$ cat src/rtl/uart_rx_done_monitor.sv
// uart_rx_done_monitor: simulation-side 8N1 UART receiver that watches the
// received byte stream for PASS/FAIL end-of-test tokens and raises sticky
// sim_done / sim_pass flags.
// Optional: define UART_RX_PARITY_EN for 8E1 frames with a parity_err output.
module uart_rx_done_monitor #(
  parameter int unsigned CLKS_PER_BIT = 1736,
  parameter int unsigned TOKEN_LEN    = 4,
  parameter logic [8*TOKEN_LEN-1:0] PASS_TOKEN = "PASS",
  parameter logic [8*TOKEN_LEN-1:0] FAIL_TOKEN = "FAIL"
) (
  input  logic        clk,
  input  logic        resetn,
  input  logic        uart_rx,
  output logic [7:0]  rx_data,
  output logic        rx_valid,
  output logic        frame_err,
  output logic [15:0] byte_count,
  output logic        sim_done,
  output logic        sim_pass
`ifdef UART_RX_PARITY_EN
  ,
  output logic        parity_err
`endif
);

  localparam int unsigned CW = (CLKS_PER_BIT > 1) ? $clog2(CLKS_PER_BIT) : 1;
  localparam int unsigned TW = 8 * TOKEN_LEN;
  localparam logic [CW-1:0] HALF_LAST = CW'(CLKS_PER_BIT / 2 - 1);
  localparam logic [CW-1:0] BIT_LAST  = CW'(CLKS_PER_BIT - 1);

`ifdef UART_RX_PARITY_EN
  typedef enum logic [2:0] {
    S_IDLE, S_START, S_DATA, S_PARITY, S_STOP, S_BREAK
  } state_t;
`else
  typedef enum logic [2:0] {
    S_IDLE, S_START, S_DATA, S_STOP, S_BREAK
  } state_t;
`endif

  state_t         state;
  logic           rx_meta;
  logic           rx_s;
  logic [CW-1:0]  cnt;
  logic [2:0]     bit_idx;
  logic [7:0]     shreg;
  logic [TW-1:0]  tok;
  logic           tok_new;
`ifdef UART_RX_PARITY_EN
  logic           par_bad;
`endif

  // Two-flop synchronizer for the asynchronous serial line (idles high)
  always_ff @(posedge clk or negedge resetn) begin
    if (!resetn) begin
      rx_meta <= 1'b1;
      rx_s    <= 1'b1;
    end else begin
      rx_meta <= uart_rx;
      rx_s    <= rx_meta;
    end
  end

  // Frame receiver FSM with registered byte outputs and token shift
  always_ff @(posedge clk or negedge resetn) begin
    if (!resetn) begin
      state      <= S_IDLE;
      cnt        <= '0;
      bit_idx    <= '0;
      shreg      <= '0;
      rx_data    <= '0;
      rx_valid   <= 1'b0;
      frame_err  <= 1'b0;
      byte_count <= '0;
      tok        <= '0;
      tok_new    <= 1'b0;
`ifdef UART_RX_PARITY_EN
      par_bad    <= 1'b0;
      parity_err <= 1'b0;
`endif
    end else begin
      rx_valid  <= 1'b0;
      frame_err <= 1'b0;
      tok_new   <= 1'b0;
`ifdef UART_RX_PARITY_EN
      parity_err <= 1'b0;
`endif
      case (state)
        S_IDLE: begin
          cnt <= '0;
          if (!rx_s) state <= S_START;
        end
        S_START: begin
          if (cnt == HALF_LAST) begin
            cnt     <= '0;
            bit_idx <= '0;
            state   <= rx_s ? S_IDLE : S_DATA;
          end else begin
            cnt <= cnt + CW'(1);
          end
        end
        S_DATA: begin
          if (cnt == BIT_LAST) begin
            cnt     <= '0;
            shreg   <= {rx_s, shreg[7:1]};
            bit_idx <= bit_idx + 3'd1;
            if (bit_idx == 3'd7) begin
`ifdef UART_RX_PARITY_EN
              state <= S_PARITY;
`else
              state <= S_STOP;
`endif
            end
          end else begin
            cnt <= cnt + CW'(1);
          end
        end
`ifdef UART_RX_PARITY_EN
        S_PARITY: begin
          if (cnt == BIT_LAST) begin
            cnt     <= '0;
            par_bad <= (^shreg) ^ rx_s;
            state   <= S_STOP;
          end else begin
            cnt <= cnt + CW'(1);
          end
        end
`endif
        S_STOP: begin
          if (cnt == BIT_LAST) begin
            cnt <= '0;
            if (!rx_s) begin
              // Framing error outranks parity error
              frame_err <= 1'b1;
              state     <= S_BREAK;
            end else begin
              state <= S_IDLE;
`ifdef UART_RX_PARITY_EN
              if (par_bad) begin
                parity_err <= 1'b1;
              end else begin
`else
              begin
`endif
                rx_data    <= shreg;
                rx_valid   <= 1'b1;
                byte_count <= byte_count + 16'd1;
                tok        <= TW'({tok, shreg});
                tok_new    <= 1'b1;
              end
            end
          end else begin
            cnt <= cnt + CW'(1);
          end
        end
        S_BREAK: begin
          if (rx_s) state <= S_IDLE;
        end
        default: state <= S_IDLE;
      endcase
    end
  end

  // Compare the token window one cycle after each shift; first match sticks
  always_ff @(posedge clk or negedge resetn) begin
    if (!resetn) begin
      sim_done <= 1'b0;
      sim_pass <= 1'b0;
    end else if (tok_new && !sim_done) begin
      if (tok == PASS_TOKEN) begin
        sim_done <= 1'b1;
        sim_pass <= 1'b1;
      end else if (tok == FAIL_TOKEN) begin
        sim_done <= 1'b1;
        sim_pass <= 1'b0;
      end
    end
  end

endmodule

$ cat config.mk
export PLATFORM = sky130hd
export DESIGN_NAME = uart_rx_done_monitor
export DESIGN_NICKNAME = d
export VERILOG_FILES = /design/src/rtl/uart_rx_done_monitor.sv
export SDC_FILE = /design/constraint.sdc
export NUM_CORES = 1
export LEC_CHECK = 0
export BUFFER_PORTS_ARGS = -buffer_cell sky130_fd_sc_hd__buf_2
export CAP_MARGIN = 10
export CORE_ASPECT_RATIO = 0.9
export CORE_UTILIZATION = 57
export CTS_CLUSTER_SIZE = 20
export DETAILED_ROUTE_END_ITERATION = 10
export PLACE_DENSITY_LB_ADDON = 0.1
export SKIP_CTS_REPAIR_TIMING = 1
export SYNTH_ARGS = -nofsm -noshare
export SYNTH_HDL_FRONTEND = slang
export SYNTH_SLANG_ARGS = --single-unit
$ cat constraint.sdc
create_clock -name clk -period 2.7 [get_ports clk]
set_clock_uncertainty 0.15 [all_clocks]
set_input_delay 0.54 -clock clk [delete_from_list [all_inputs] [get_ports clk]]
set_output_delay 0.54 -clock clk [all_outputs]
set_load 0.02 [all_outputs]
==> results of run 1 <==
-- per-stage QoR --
stage	setup slack (ns)	cell area, um2	util [%]	power, W
3_5_place_dp	0.445	3960	62.6	0.00124
4_1_cts	0.428	4230	66.9	0.00239
6_report	0.419	4230	66.9	0.00237
5_1_grt	0.279	4230	66.9	0.00245
3_3_place_gp	0.498	3960	62.6	0.00124
2_1_floorplan	0.655	3830	-	0.00121
-- power by group through the flow --
stage | registers, W | logic [W] | clock network (W)
after floorplan | 0.00121 | 0.00000496 | 0
after global placement | 0.00121 | 0.0000301 | 0
after detailed placement | 0.00121 | 0.0000306 | 0
after CTS | 0.00119 | 0.0000306 | 0.00117
after global routing | 0.00119 | 0.0000342 | 0.00123
final | 0.00119 | 0.0000285 | 0.00115
-- routing by layer --
layer / up-vias / GRT usage [%] / share of wire, %
met2: 90 / 32.6 / 46
met5: - / 0 / 0
met3: 2 / 7.65 / 6.0
met4: 0 / 5.65 / 0.39
li1: 1186 / - / -
met1: 1221 / 31.8 / 48
-- worst paths after layout --
| check | slack (ns) | endpoint | depth (start not counted) |
|---|---|---|---|
| max | 0.42 | tok[16] | 5 |
| min | 0.02 | byte_count[3] | 1 |
| min in group clk | 0.14 | rx_meta | 1 |
| max in group asynchronous | 1.72 | rx_meta | 2 |
| min reg2reg | 0.22 | rx_s | 0 |
| max reg2reg | 0.42 | tok[16] | 5 |
-- cell type report --
type | count | area, um2
well taps | 87 | 109
multi-input cells | 205 | 1640
flip-flops and latches | 79 | 1980
repair buffers | 35 | 203
clock inverters | 5 | 129
clock buffers | 11 | 141
fillers | 487 | 2090
inverters | 7 | 26.3
-- critical path: cells and delay by family, from the launching register on --
kind,cells,cell delay (ns)
flip-flops,1,0.40
AND/OR/NAND/NOR,3,0.99
multiplexers,1,0.38
adder cells (fa/ha/maj),1,0.24
-- sequential cells by signal, summed over array words and instances (netlist names) --
name / count
sim_pass: 1
byte_count: 16
frame_err: 1
tok: 25
shreg: 8
sim_done: 1
rx_data: 7
state: 3
rx_meta: 1
bit_idx: 3
cnt: 11
rx_s: 1
tok_new: 1
-- cell usage after synthesis (2+ instances only) --
master	instances	area, um2
dfrtp_1	77	1930
nor3_1	11	55.1
buf_6	3	33.8
and4_1	2	17.5
a2bb2oi_1	3	26.3
nand4_1	14	87.6
a21oi_1	3	15.0
dfstp_2	2	52.6
mux2_2	11	124
mux2_4	29	435
o2bb2ai_1	2	17.5
buf_2	4	20.0
nor4bb_1	4	40.0
inv_1	7	26.3
nand3_1	15	75.1
nor4b_1	6	52.6
o31ai_1	3	22.5
and4b_1	2	20.0
buf_4	8	60.1
buf_12	3	60.1
a211oi_1	2	15.0
xnor2_1	16	140
and3_1	6	37.5
nor4_1	2	12.5
nand2_1	19	71.3
and3b_1	2	17.5
ha_1	4	50.1
and2_1	3	18.8
o211ai_1	2	15.0
a31oi_1	4	25.0
nor2_1	10	37.5
o21ai_0	14	70.1
clkbuf_1	4	15.0
-- cells by family after synthesis --
logic type / synth area share, %
AO/OA/AOI/OAI: 6.43
XOR/XNOR: 3.65
adder cells (fa/ha/maj): 1.31
buffers and inverters: 5.61
flip-flops: 51.6
multiplexers: 14.8
AND/OR/NAND/NOR: 16.5
==> implementation parameters, run 1 <==
Parameter                              Value

Power and ir drop
  Comb power frac    1.2%
  Switching Power    0.000442 W
  Largest voltage drop on the vdd net    338 uV
  Switching power as a share of total power    18.7%
  Part of the total power dissipated in sequential elements    50.2%
  Int Power    0.00193 W
  Power Density    560 nW/um2
  Leakage power of the design    2.08 nW
  Proportion of power drawn by the clock network    48.6%

Setup path
  Cell Chain, Critical Path    ha_1, and4_1, and4b_1, nand2_8, mux2_4
  Arrival time at the worst endpoint    2.35 ns
  Critical Path Max Stage Delay    0.40 ns
  Critical Path Start    cnt[0]
  Critical path class    reg2reg
  Crit path launch type    flip-flop
  Start of the worst register-to-register path    cnt[0]
  Critical Path Slowest Stage Cell    dfrtp_1
  Data required time of the critical path    2.77 ns
  Maximum fanout along the worst path    34
  Kind of capture point of the worst setup path    flip-flop

Routing
  Vias after detailed routing    2,499
  Drt initial violations    140
  Wire length per cell after detailed routing    16.3 um
  Number of search-and-repair iterations in the first detailed-routing pass    4
  DRT antenna net count    0
  Total Wirelength    7000 um
  Vias per std cell    5.83
  DRC violation count after routing    0

STA
  Minimum hold slack    0.0242 ns
  Final worst path period share    84.5%
  Setup-failing EPs final    0
  Minimum clock period    2.28 ns
  Highest clock frequency the design can meet    438 MHz
  Slew at the pin with the worst max-slew slack    0.571 ns
  Tightest slew margin relative to the limit    61.6%
  Unrepaired setup endpoints after global routing    false
  Total Neg Setup Slack    0 ns
  Max-slew violation count    0
  Hold Vio Cnt, Final    0

Global route
  Initial antenna violation count    0
  Vias in the first global route    2,410
  Wire length of the first global-routing pass    11,900 um
  Pin count of the biggest net entering global routing    44
  Gr ovfl total    0
  All-Layer GR Usage    22.4%

Cells and area
  Layout area overhead    10.2%
  Fraction of layout instances using a drive strength above 1    27.8%
  Inserted Diodes    0
  Fin nets    344
  Most common library cell in the layout ignoring fill and taps    dfrtp_1
  Number of non-filler instances in the completed layout    429
  Leading cell types in the layout, fill and taps excluded    77 x dfrtp_1, 29 x mux2_4, 29 x buf_2

Placed design
  Final GP Congestion    0.787
  Count of buffers from port buffering    30
  Number of placed cells counting well taps    413
  DP HPWL    4810 um

Synth
  Main synth FF type    dfrtp_1
  Synth async-reset ratio    100%
  Register area share after synthesis    51.6%
  Gate count after technology mapping    313
  Cell variety after synth    49
  Count of state elements after synthesis    79
  Mapped Nets    320
  Post-synth EDFFs    0
  Count of warnings emitted by yosys    0
  Combined area of all synthesized cells    3830 um2
  Mean Syn Cell Area    12.3 um2

Clock tree
  Total number of clock tree sinks    79
  Clock tree from TritonCTS    built
  Clock network latency to the later pin of the worst-skew pair    0.35 ns
  Clock root buffer master    clkbuf_8
  TritonCTS Buffers    9
  Clock slew seen by the registers of the worst setup and hold paths    0.08 ns
  Clock buffer depth    2
  H-tree depth reported by CTS    3

Min path
  Type of the most critical hold path    in2async

Floorplan
  Initial core utilization    60.7%
  Die outline area    7060 um2
  Die W    88.5 um
  Number of top-level pins    31
  Area of the core    6320 um2
  Height of the die    79.8 um
  Floorplan row count    27

Job
  Max-capacitance violation count    0

Run status
  Outcome    finished, final reports clean
Note: power is estimated with default switching activity, not from simulation.
==> inputs of run 2 (changes only) <==
CORE_UTILIZATION = 54   (was 57)
clock period = 1.9 ns   (was 2.7 ns; I/O delays follow)
==> implementation parameters, run 2 (same netlist as run 1, synthesis figures left out) <==
Parameter                              Value

Cells and area
  Inserted Diodes    0
  Leading cell types in the layout, fill and taps excluded    77 x dfrtp_1, 35 x buf_4, 29 x mux2_4, 29 x buf_2, 19 x nand2_1
  Number of flip-flops in the largest register    25
  Register containing the most flip-flops in the final layout    tok
  Regs by FF count    tok: 25 flops, byte_count: 16 flops, cnt: 11 flops
  Final design area excluding fillers    4530 um2
  Layout area overhead    18.2%
  Number of non-filler instances in the completed layout    469
  Core occupancy in the finished layout    67.4%
  Fraction of layout instances using a drive strength above 1    35.6%
  Fin nets    381
  Most common library cell in the layout ignoring fill and taps    dfrtp_1

Routing
  DRC violation count after routing    0
  Drt initial violations    121
  Number of search-and-repair iterations in the first detailed-routing pass    5
  Vias after detailed routing    2,659
  Vias per std cell    5.67
  Total Wirelength    7490 um
  DRT antenna net count    0
  Wire length per cell after detailed routing    16.0 um

Clock tree
  TritonCTS Buffers    9
  Clock root buffer master    clkbuf_8
  Clock buffer depth    2
  Clock tree from TritonCTS    built
  Total number of clock tree sinks    79
  Clock network latency to the later pin of the worst-skew pair    0.35 ns
  H-tree depth reported by CTS    3
  Clock slew seen by the registers of the worst setup and hold paths    0.09 ns

STA
  Highest clock frequency the design can meet    528 MHz
  Total Neg Setup Slack    0 ns
  Tightest slew margin relative to the limit    67.5%
  Max-slew violation count    0
  Final worst path period share    99.6%
  Setup-failing EPs final    0
  Final critical-path setup slack    0.00768 ns
  Hold Vio Cnt, Final    0
  Unrepaired setup endpoints after global routing    true
  Slew at the pin with the worst max-slew slack    0.480 ns
  Minimum clock period    1.89 ns

Floorplan
  Height of the die    81.9 um
  Floorplan row count    28
  Number of top-level pins    31
  Area of the core    6730 um2
  Initial core utilization    57.0%
  Die W    90.8 um
  Die outline area    7440 um2

Power and ir drop
  Switching Power    0.000649 W
  Switching power as a share of total power    21.7%
  Part of the total power dissipated in sequential elements    56.5%
  Power Density    659 nW/um2
  Largest voltage drop on the vdd net    418 uV
  Leakage power of the design    2.25 nW
  Proportion of power drawn by the clock network    41.9%
  Int Power    0.00234 W
  Comb power frac    1.6%

Global route
  Vias in the first global route    2,597
  Wire length of the first global-routing pass    12,500 um
  Initial antenna violation count    0
  Pin count of the biggest net entering global routing    40
  All-Layer GR Usage    21.7%
  Gr ovfl total    0

Job
  Max-capacitance violation count    0

Placed design
  Count of buffers from port buffering    30
  DP HPWL    5310 um
  Number of placed cells counting well taps    448
  Post-place instance area    4240 um2
  Worst setup slack after placement    -0.117 ns
  Final GP Congestion    0.852

Setup path
  Arrival time at the worst endpoint    1.98 ns
  Crit path launch type    flip-flop
  Kind of capture point of the worst setup path    flip-flop
  Maximum fanout along the worst path    15
  Data required time of the critical path    1.98 ns
  Critical path class    reg2reg

Min path
  Type of the most critical hold path    reg2reg

Run status
  Outcome    finished, final reports clean
[run 2: cell count changes in the layout (fill, tap and decap cells not counted), sizes merged]
cell and delta:
buf +35, bufinv -3, dlygate4sd3 +2, clkinv +1
clkinvlp +1, inv +1
[run 2: worst paths after layout]
path,cells past startpoint,startpoint,to,slack [ns]
setup / recovery,6,cnt[0],tok[24],0.008
hold / removal,0,rx_meta,rx_s,0.22
setup reg to reg,6,cnt[0],tok[24],0.008
hold reg to reg,0,rx_meta,rx_s,0.22
max in group asynchronous,3,resetn,rx_s,0.67
min in group asynchronous,2,resetn,sim_done,0.33
[run 2: cell type report]
| type | instances | area, um2 |
|---|---|---|
| tap | 90 | 113 |
| inverter | 7 | 26.3 |
| clock inverter | 5 | 56.3 |
| clock buffer | 11 | 141 |
| fill | 540 | 2190 |
| multi-input combinational | 205 | 1690 |
| timing repair buffer | 72 | 531 |
| sequential | 79 | 1980 |
[run 2: metal layers]
layer | part of all wire [%] | global-route usage [%] | vias to the layer above
met3 | 4.8 | 5.83 | 11
li1 | - | - | 1259
met2 | 46 | 34.0 | 80
met5 | 0 | 0 | -
met1 | 48 | 29.0 | 1309
met4 | 1.0 | 8.89 | 0
[run 2: metrics by stage]
| stage | hold slack [ns] | power (W) |
|---|---|---|
| 2_1_floorplan | -0.0656 | 0.00172 |
| 3_3_place_gp | 0.170 | 0.00177 |
| 3_5_place_dp | 0.175 | 0.00177 |
| 4_1_cts | -0.219 | 0.00303 |
| 5_1_grt | 0.221 | 0.00311 |
| 6_report | 0.218 | 0.00299 |
[run 2: power by group through the flow]
stage | registers (W) | clock network, W | logic [W]
floorplan | 0.00172 | 0 | 0.00000684
global placement | 0.00172 | 0 | 0.0000474
detailed placement | 0.00172 | 0 | 0.0000481
CTS | 0.00169 | 0.00130 | 0.0000481
global route | 0.00169 | 0.00136 | 0.0000566
finish | 0.00169 | 0.00125 | 0.0000476
[run 2: worst max-delay path: stages (launching register included)]
cell and delay, ns:
dfrtp_1 0.40, ha_4 0.17, and4_1 0.20, and4b_2 0.31, nand2_8 0.08, buf_12 0.17
mux2_4 0.30
==> inputs of run 3 (changes only) <==
ABC_AREA = 1   (was not set)
==> implementation parameters, run 3 <==
Parameter                              Value

Power and ir drop
  Largest voltage drop on the vdd net    467 uV
  Power Density    711 nW/um2
  Part of the total power dissipated in sequential elements    53.4%
  Int Power    0.00248 W
  Proportion of power drawn by the clock network    45.0%
  Switching Power    0.000679 W
  Switching power as a share of total power    21.5%
  Comb power frac    1.6%
  Leakage power of the design    2.16 nW

Floorplan
  Height of the die    82.6 um
  Number of top-level pins    31
  Floorplan row count    28
  Die outline area    7560 um2
  Die W    91.5 um
  Initial core utilization    57.6%
  Area of the core    6760 um2

Synth
  Biggest area contributors in the synthesized netlist    dfrtp_1 49%, nand2_1 13%, inv_1 6.6%
  Library cell with the largest summed area after synthesis    dfrtp_1
  Combined area of all synthesized cells    3890 um2
  Main synth FF type    dfrtp_1
  Count of state elements after synthesis    79
  Compound-Gate Fraction of Synth Area    8.71%
  Cell variety after synth    30
  Count of warnings emitted by yosys    0
  Post-synth EDFFs    0
  Mapped Nets    493
  Most numerous cell in the Yosys netlist    nand2_1
  Gate count after technology mapping    486
  Synthesized-area fraction occupied by adder cells    1.28%
  Top-area cell type share of the netlist area    49.5%
  Dominant combinational cell family by area after synthesis    simple AND/OR/NAND/NOR gates
  Share of synthesized area spent on multiplexers    0%
  Synth Area in XOR/XNOR    1.35%
  Register area share after synthesis    50.8%
  Synth Area in Simple Gates    28.3%
  Synth cell count leaders    132 x nand2_1, 77 x dfrtp_1, 68 x inv_1, 35 x o21ai_0, 32 x nand3_1
  Synth async-reset ratio    100%
  Mean Syn Cell Area    8.01 um2

Routing
  DRC violation count after routing    0
  DRT antenna net count    0
  Total Wirelength    7850 um
  Vias after detailed routing    3,261
  Wire length per cell after detailed routing    12.7 um
  Number of search-and-repair iterations in the first detailed-routing pass    4
  Vias per std cell    5.28
  Drt initial violations    137

Run status
  Outcome    finished, final reports clean

Clock tree
  H-tree depth reported by CTS    3
  Clock tree from TritonCTS    built
  Total number of clock tree sinks    79
  Clock slew seen by the registers of the worst setup and hold paths    0.08 ns
  Clock network latency to the later pin of the worst-skew pair    0.36 ns
  Clock root buffer master    clkbuf_8
  TritonCTS Buffers    9
  Clock buffer depth    2

Placed design
  Count of buffers from port buffering    30
  Final GP Congestion    0.843
  DP HPWL    5600 um

Min path
  Min-Delay Endpoint    rx_s
  Type of the most critical hold path    reg2reg
  Beginning of the worst hold path    rx_meta
  Hold-critical path depth    0

Cells and area
  Layout area overhead    14.0%
  Regs by FF count    tok: 25 flops, byte_count: 16 flops, cnt: 11 flops
  Number of flip-flops in the largest register    25
  Fraction of layout instances using a drive strength above 1    14.2%
  Fin nets    530
  Inserted Diodes    0
  Leading cell types in the layout, fill and taps excluded    131 x nand2_1, 77 x dfrtp_1, 67 x inv_1
  Register containing the most flip-flops in the final layout    tok
  Most common library cell in the layout ignoring fill and taps    nand2_1

Job
  Max-capacitance violation count    0

Setup path
  Slack of the worst reg-to-reg path    0.13 ns
  Arrival time at the worst endpoint    1.86 ns
  Crit path launch type    flip-flop
  Worst Reg2Reg Path Length in Cells    8
  Critical path class    reg2reg
  Start of the worst register-to-register path    cnt[1]
  Data required time of the critical path    1.99 ns
  Maximum fanout along the worst path    8
  Kind of capture point of the worst setup path    flip-flop
  Destination of the worst register-to-register timing path    cnt[10]

Global route
  Initial antenna violation count    0
  Gr ovfl total    0
  All-Layer GR Usage    22.9%
  Pin count of the biggest net entering global routing    54
  Wire length of the first global-routing pass    13,500 um
  Vias in the first global route    2,993

STA
  Slew at the pin with the worst max-slew slack    0.451 ns
  Max-slew violation count    0
  Highest clock frequency the design can meet    565 MHz
  Total Neg Setup Slack    0 ns
  Hold Vio Cnt, Final    0
  Final worst path period share    93.1%
  Tightest slew margin relative to the limit    69.7%
  Minimum hold slack    0.209 ns
  Minimum clock period    1.77 ns
  Setup-failing EPs final    0
-- run 3: cell count changes in the layout (fill, tap and decap cells not counted), moves of 11 or more --
cell	before	now
o21ai_1	0	23
xnor2_1	16	1
nand2_1	19	131
mux2_4	29	0
o21ai_0	14	35
mux2_2	11	0
nor2_1	9	26
buf_4	35	10
nand3_1	15	31
inv_1	7	67
-- run 3: how the worst max path moves through the flow --
stage          depth (start not counted)       to  slack (ns)    from
6_report                               8  cnt[10]        0.13  cnt[1]
5_1_grt                                8   cnt[9]      -0.002  cnt[1]
3_5_place_dp                           7   tok[9]        0.07  cnt[1]
2_1_floorplan                          7  tok[21]        0.18  cnt[0]
3_3_place_gp                           8  cnt[10]        0.10  cnt[1]
4_1_cts                                7   tok[9]        0.05  cnt[1]
-- run 3: power by group through the flow --
| stage | Sequential, W | Combinational, W | Clock, W |
|---|---|---|---|
| floorplan | 0.00172 | 0.00000294 | 0 |
| global placement | 0.00172 | 0.0000499 | 0 |
| detailed placement | 0.00172 | 0.0000507 | 0 |
| CTS | 0.00169 | 0.0000507 | 0.00146 |
| global route | 0.00169 | 0.0000605 | 0.00152 |
| finish | 0.00169 | 0.0000507 | 0.00142 |
-- run 3: per-layer routing --
layer  GRT usage [%]  wire length [um]  up-vias
met2            37.8              3670       68
met1            29.8              3700     1524
met5               0                 0        -
met4            9.37               128        0
met3            4.95               343       15
li1                -                 -     1654
-- run 3: worst max-delay path, cell delays in order, from the launching register on --
cell and delay, ns:
dfrtp_1 0.37, ha_1 0.21, nand2_2 0.13, nor2_2 0.18
nand3_2 0.15, nand2_1 0.13, nand2_2 0.13, nand3_1 0.12
o21ai_0 0.08
-- run 3: kinds of logic (layout without fill, tap and decap cells) --
logic type,Yosys count,after routing
buffers and inverters,87,129
AO/OA/AOI/OAI,67,67
flip-flops,79,79
AND/OR/NAND/NOR,243,243
adder cells (fa/ha/maj),4,4
XOR/XNOR,6,6
-- run 3: area by class of cell --
cell class                      count  area (um2)
Multi-Input combinational cell    320        1570
Fill cell                         555        2320
Tap cell                           90         113
Sequential cell                    79        1980
Inverter                           69         262
Clock inverter                      6        91.3
Timing Repair Buffer               44         292
Clock buffer                       10         138
-- run 3: through the flow --
step           cells  worst slack [ns]  util [%]  instance area (um2)  power, W
2_1_floorplan    486             0.181         -                 3890   0.00172
5_1_grt          618          -0.00181      65.7                 4440   0.00326
3_5_place_dp     599            0.0688      61.5                 4160   0.00177
6_report         618             0.131      65.7                 4440   0.00316
4_1_cts          615            0.0539      64.9                 4390   0.00319
3_3_place_gp     599             0.104      61.5                 4160   0.00177
